$ cat src/rtl/hazard_sequencer.sv
// hazard_sequencer: stall/flush controller for the 5-stage pipeline.
// Merges data-memory wait, MUL/DIV occupancy, branch redirect and load-use
// hazards into per-stage write enables and bubble/flush controls.
// Handshake note: mdu_done is a one-cycle pulse with no ready; if it lands
// while the pipeline is frozen it is latched in done_seen so it is never lost.
module hazard_sequencer #(
  parameter int CNT_W       = 16,
  parameter int MDU_TIMEOUT = 64
) (
  input  logic             clk,
  input  logic             rst_n,
  input  logic             id_ex_memread,
  input  logic [4:0]       id_ex_rd,
  input  logic [4:0]       if_id_rs1,
  input  logic [4:0]       if_id_rs2,
  input  logic             if_id_rs1_used,
  input  logic             if_id_rs2_used,
  input  logic             ex_branch_taken,
  input  logic             ex_mdu_start,
  input  logic             mdu_done,
  input  logic             dmem_req,
  input  logic             dmem_ready,
  output logic             pc_write,
  output logic             if_id_write,
  output logic             id_ex_write,
  output logic             ex_mem_write,
  output logic             if_id_flush,
  output logic             id_ex_bubble,
  output logic             ex_mem_bubble,
  output logic             mem_wb_bubble,
  output logic [CNT_W-1:0] stall_count,
  output logic             mdu_error,
  output logic [1:0]       state_dbg
);

  typedef enum logic [1:0] {
    INIT     = 2'd0,
    RUN      = 2'd1,
    MDU_WAIT = 2'd2
  } state_t;

  localparam int TMO_W = $clog2(MDU_TIMEOUT + 1);

  state_t           state;
  logic [TMO_W-1:0] tmo_cnt;
  logic             done_seen;

  logic freeze;
  logic mdu_busy;
  logic load_use;
  logic mdu_release;

  assign state_dbg = state;

  // Hazard detection terms shared by output decode and state update
  always_comb begin
    freeze   = dmem_req & ~dmem_ready;
    mdu_busy = 1'b0;
    if (state == RUN)
      mdu_busy = ex_mdu_start & ~mdu_done;
    else if (state == MDU_WAIT)
      mdu_busy = ~mdu_done & ~done_seen;
    load_use = id_ex_memread && (id_ex_rd != 5'd0) &&
               ((if_id_rs1_used && (if_id_rs1 == id_ex_rd)) ||
                (if_id_rs2_used && (if_id_rs2 == id_ex_rd)));
    mdu_release = (mdu_done | done_seen) & ~freeze;
  end

  // Priority decode: freeze > MDU occupancy > branch > load-use > default
  always_comb begin
    pc_write      = 1'b1;
    if_id_write   = 1'b1;
    id_ex_write   = 1'b1;
    ex_mem_write  = 1'b1;
    if_id_flush   = 1'b0;
    id_ex_bubble  = 1'b0;
    ex_mem_bubble = 1'b0;
    mem_wb_bubble = 1'b0;
    if (state == INIT) begin
      pc_write     = 1'b0;
      if_id_write  = 1'b0;
      id_ex_write  = 1'b0;
      ex_mem_write = 1'b0;
    end else if (freeze) begin
      // Branch flush is suppressed too; the branch stays in EX and retries
      pc_write      = 1'b0;
      if_id_write   = 1'b0;
      id_ex_write   = 1'b0;
      ex_mem_write  = 1'b0;
      mem_wb_bubble = 1'b1;
    end else if (mdu_busy) begin
      pc_write      = 1'b0;
      if_id_write   = 1'b0;
      id_ex_write   = 1'b0;
      ex_mem_bubble = 1'b1;
    end else if (ex_branch_taken) begin
      // ID instruction is flushed, so any load-use match is irrelevant
      if_id_flush  = 1'b1;
      id_ex_bubble = 1'b1;
    end else if (load_use) begin
      pc_write     = 1'b0;
      if_id_write  = 1'b0;
      id_ex_bubble = 1'b1;
    end
  end

  // FSM, MDU timeout tracking, done latch and stall-cycle counter
  always_ff @(posedge clk or negedge rst_n) begin
    if (!rst_n) begin
      state       <= INIT;
      tmo_cnt     <= '0;
      done_seen   <= 1'b0;
      mdu_error   <= 1'b0;
      stall_count <= '0;
    end else begin
      if (state != INIT && !pc_write && stall_count != {CNT_W{1'b1}})
        stall_count <= stall_count + CNT_W'(1);
      case (state)
        INIT: state <= RUN;
        RUN: begin
          if (ex_mdu_start && !mdu_done) begin
            state     <= MDU_WAIT;
            tmo_cnt   <= '0;
            done_seen <= 1'b0;
          end
        end
        MDU_WAIT: begin
          if (tmo_cnt != TMO_W'(MDU_TIMEOUT))
            tmo_cnt <= tmo_cnt + TMO_W'(1);
          if (tmo_cnt == TMO_W'(MDU_TIMEOUT - 1))
            mdu_error <= 1'b1;
          if (mdu_release) begin
            state     <= RUN;
            done_seen <= 1'b0;
          end else if (mdu_done && freeze) begin
            done_seen <= 1'b1;
          end
        end
        default: state <= INIT;
      endcase
    end
  end

endmodule

$ cat config.mk
export PLATFORM = sky130hd
export DESIGN_NAME = hazard_sequencer
export DESIGN_NICKNAME = d
export VERILOG_FILES = /design/src/rtl/hazard_sequencer.sv
export SDC_FILE = /design/constraint.sdc
export NUM_CORES = 1
export LEC_CHECK = 0
export ABC_AREA = 0
export CAP_MARGIN = 20
export CORE_UTILIZATION = 30
export CTS_CLUSTER_DIAMETER = 40
export DETAILED_ROUTE_END_ITERATION = 16
export GPL_ROUTABILITY_DRIVEN = 0
export PLACE_DENSITY = 0.66
export REMOVE_ABC_BUFFERS = 1
export SYNTH_ARGS = -nofsm -noshare
export SYNTH_HDL_FRONTEND = slang
export SYNTH_SLANG_ARGS = --single-unit
$ cat constraint.sdc
create_clock -name clk -period 6.05 [get_ports clk]
set_input_delay 0.9075 -clock clk [delete_from_list [all_inputs] [get_ports clk]]
set_output_delay 0.9075 -clock clk [all_outputs]
set_load 0.05 [all_outputs]
# Yosys cells after proc, flatten, opt, wreduce, memory -nomap -nowiden
# Index checks and enable logic that the tools add are counted.
# op_classes
addsub,2
n_eq_ne,11
muxes,36
n_bitwise,9
n_reduce_logical,19
# op_table
operator,count
1-bit 2-to-1 mux,29
16-bit by 1-bit adder with 16-bit output (second input constant),1
16-bit != test (second input constant),1
7-bit 2-to-1 mux,2
7-bit case mux with 2 select lines,1
5-bit == test,2
1-bit logical AND,8
7-bit by 1-bit adder with 7-bit output (second input constant),1
7-bit by 6-bit == test with 1-bit output (second input constant),1
7-bit != test (second input constant),1
2-bit case mux with 3 select lines,1
3-bit AND reduction,2
5-bit nonzero test,1
1-bit bitwise AND,4
2-bit 2-to-1 mux,2
2-bit by 1-bit != test with 1-bit output (second input constant),2
1-bit inverter,4
2-bit AND reduction,2
2-bit nonzero test,2
3-bit by 2-bit != test with 1-bit output (second input constant),1
2-bit by 1-bit == test with 1-bit output (second input constant),1
2-bit == test (second input constant),1
1-bit logical NOT,2
2-bit logical NOT,1
other kinds (4),4
# word_totals
ff_bits,27
input_bits,25
out_inout_bits,27
word_cells,82

# Depth between registers and ports, before layout
# depth
depth_word,12
depth_mapped,10
ltp_nobuf,9

# Worst setup path before layout
# Ideal clock, no wire load.
# synth_path
kind,flip-flop to output port
from,"register state[0], in the netlist state_dbg[0]"
to,output pc_write
arrival_time_ps,3235
required_time_ps,5142
path_slack_ps,1908
stages_incl_launch_ff,8
n_path_buf,1
cell_sequence,dfrtp_1 inv_1 ha_1 or3b_2 a21oi_1 nor3_1 o31a_2 buf_4
# synth_between
elab_chain_cells,6
elab_cells_between_ends,8
cone_classes,eq/ne: 2; mux: 5; reduce/logical: 1
# synth_rtl
element,line,source
"start, declared",44,state_t state;
"start signal, assigned",110,state <= INIT;
"start signal, assigned",119,INIT: state <= RUN;
"start signal, assigned",122,state <= MDU_WAIT;
2-bit == test,61,else if (state == MDU_WAIT)
1-bit 2-to-1 mux,61,
1-bit 2-to-1 mux,59,if (state == RUN)
1-bit 2-to-1 mux (2 in series),--,
1-bit 2-to-1 mux (*),--,
"end, declared",23,"output logic pc_write,"
# Mark *: on every way between the ends. The rest lies on a longest branch, timed or not.

# Worst setup path after layout
# layout_path
from,input id_ex_rd[1]
to,output if_id_write
# layout_between
elab_chain_cells,9
elab_cells_between_ends,13
cone_classes,eq/ne: 2; mux: 5; reduce/logical: 6
# layout_rtl
element,line,source
"start, declared",13,"input logic [4:0] id_ex_rd,"
5-bit == test (on tied branches),"64, 65",
1-bit logical AND (on tied branches),"64, 65",
1-bit logical OR,64,((if_id_rs1_used && (if_id_rs1 == id_ex_rd)) ||
1-bit logical AND (*),63,load_use = id_ex_memread && (id_ex_rd != 5'd0) &&
1-bit 2-to-1 mux (*),100,end else if (load_use) begin
1-bit 2-to-1 mux (*),96,end else if (ex_branch_taken) begin
1-bit 2-to-1 mux (*),91,end else if (mdu_busy) begin
1-bit 2-to-1 mux (*),84,end else if (freeze) begin
1-bit 2-to-1 mux (*),79,if (state == INIT) begin
"end, declared",24,"output logic if_id_write,"
# Marks and branches as above.

==> impl_metrics.yaml <==
status:
  status: "finished, final reports clean"
cells_and_area:
  areaGrowthSynthToFinish_pct: 40.5
  diodes: 0
  fin_area_mm2: 0.00218
  final_nets: 246
  fin_util_pct: 45.0
  final_cell_mix: "clkdlybuf4s50_1, dfrtp_1, xnor2_1"
  drive_gt1_share_pct: 4.67
  fill_cells: 477
  final_common_cell: "clkdlybuf4s50_1"
  fin_cells: 281
routing:
  drt_pre_antenna_iters: 4
  vias: 1341
  routed_wl_mm: 3.30
  antenna_left: 0
  remaining_drc_errors: 0
  via_per_inst: 4.77
  drt-initial-drc-count: 89
  wl_per_cell_um: 11.8
timing:
  final.setup_skew_ns: 0.00380
  slew-limit-headroom_pct: 63.3
  finalCritPeriodShare_pct: 66.7
  fmax_ghz: 0.248
  drv_slew: 0
  finalSetupTns_ns: 0
  fin_crit_ns: 4.03
  hold_viol: 0
  setup_violations: 0
  rsz0062_at_grt: "no"
  fin_hold_ws_ns: 0.497
  setup_slack_ns: 2.02
  worstMarginPinSlew_ns: 0.546
clock_network:
  clock_path_buffers: 2
  clock-root-buffer: "clkbuf_8"
  clk_pin_slew_worst_paths_ns: 0.10
  cts_tree: "done"
  postCtsHoldBufs: 0
  numCtsBuffers: 3
  clock_latency_ns: 0.28
  post_cts_buffers: 0
  cts_resized: 0
  cts_max_level: 1
  cts_sinks: 27
synth:
  synth_area_mm2: 0.00155
  synth_area_per_cell_um2: 9.64
  synth_edf_count: 0
  synth_cell_types: 37
  synth-async-reset-ratio_pct: 100
  ys_seq_area_share_pct: 43.5
  ys_warn_count: 0
  ys.flop_type: "dfrtp_1"
  ys_ff_latch: 27
  syn_inst: 161
floorplan:
  io-pin-count: 52
  initial_core_util_pct: 32.0
  coreArea_mm2: 0.00485
  rows: 25
  fp.dieW_um: 73.9
  dieHeight_um: 73.9
  die_area_mm2: 0.00546
global_routing:
  grt.total_usage_pct: 13.7
  grt_pass1_wl_mm: 5.61
  grt_max_degree: 28
  gr-total-overflow: 0
  antenna_found_initial: 0
  first_global_vias: 1264
critical_path:
  crit_arrival_ns: 3.13
  r2r_start: "state_dbg[0]$_DFFE_PN0P_"
  path_class: "input port to output pin"
  cp_slowest_cell: "clkdlybuf4s50_1"
  cp_max_fo: 3
  required_ns: 5.14
  crit_chain: "clkdlybuf4s50_1 -> or4_1 -> o21ai_1 -> o31a_2 -> clkdlybuf4s50_1"
  reg2reg_slack_ns: 3.58
  critPathMostFrequentCell: "clkdlybuf4s50_1"
  slowest_delay_ns: 0.79
  r2r_cells: 9
  r2r_end: "stall_count[7]$_DFFE_PN0P_"
  end_kind: "output pin"
  start_kind: "input port"
power_and_ir_drop:
  leakage_nw: 0.884
  p_per_area_mw_per_mm2: 370
  ir_worst_vdd_uv: 244
  power.total_uw: 806
min_path:
  hold_start: "stall_count[7]$_DFFE_PN0P_"
  hold_path_class: "flop to flop"
  hold_end: "stall_count[7]$_DFFE_PN0P_"
  holdPathStages: 1
place:
  place_inst: 277
  port_buffers: 51
  placed_cell_area_mm2: 0.00213
  dpl.hpwl_mm: 2.50
  place_ws_ns: 2.00
job:
  maxCapViolations: 0
-- cells by family after synthesis --
family                     synth area share, %
xor gates and xnor gates                  15.2
and+or+nand+nor                           22.3
DFF                                       43.5
buffers and inverters                     2.90
AOI/OAI and AO/OA                         10.5
muxes                                    0.645
adders and majority gates                 4.84
-- cell usage after synthesis (2+ instances only) --
master   count  area, um2
nand4_1      7       43.8
a31oi_1      4       25.0
and3_1       5       31.3
nor3_1       4       20.0
o21ai_1      2       10.0
or3_1        2       12.5
nor2b_1      3       18.8
inv_1        6       22.5
xor2_1      10       87.6
o21a_1       2       15.0
o21ai_0      5       25.0
nor2_1      13       48.8
and2_1       4       25.0
nand2_1     16       60.1
nand3_1      6       30.0
a21oi_1      4       20.0
xnor2_1     17        149
dfrtp_1     27        676
ha_1         6       75.1
-- per-layer routing --
metal | global-route usage (%) | wire, um | vias up
met1 | 17.0 | 1520 | 621
met5 | 0 | 0 | -
met4 | 7.69 | 82 | 0
met2 | 21.3 | 1480 | 45
met3 | 3.70 | 230 | 5
li1 | - | - | 670
-- area by class of cell --
type                            count  area, um2  area share, %
Timing Repair Buffer               52        518           23.8
Clock inverter                      1       7.51          0.344
Clock buffer                        3       41.3           1.89
Tap cell                           67       83.8           3.85
Multi-Input combinational cell    125        831           38.1
Sequential cell                    27        676           31.0
Inverter                            6       22.5           1.03
-- worst max-delay path by stage --
stage / end / start / depth (start not counted)
finish: if_id_write / id_ex_rd[1] / 5
floorplan: if_id_write / state_dbg[0]$_DFFE_PN0P_ / 6
global placement: if_id_write / id_ex_rd[1] / 5
global route: if_id_write / id_ex_rd[3] / 6
CTS: if_id_write / id_ex_rd[1] / 5
detailed placement: if_id_write / id_ex_rd[1] / 5
-- where the power goes --
| group | total [mW] | internal [mW] | switching, mW |
|---|---|---|---|
| Clock | 0.109 | 0.0470 | 0.0617 |
| Sequential | 0.245 | 0.211 | 0.0333 |
| Combinational | 0.452 | 0.162 | 0.290 |
| Total | 0.806 | 0.420 | 0.385 |
-- flip-flops by register name (all words and copies together) (netlist names) --
signal / cells
done_seen: 1
mdu_error: 1
stall_count: 16
state_dbg: 2
tmo_cnt: 7
-- critical path, delay by kind of cell --
kind,cells,cell delay (ns)
AOI/OAI and AO/OA,2,0.43
buffers and inverters,2,1.25
and+or+nand+nor,1,0.53
Note: power is estimated with default switching activity, not from simulation.
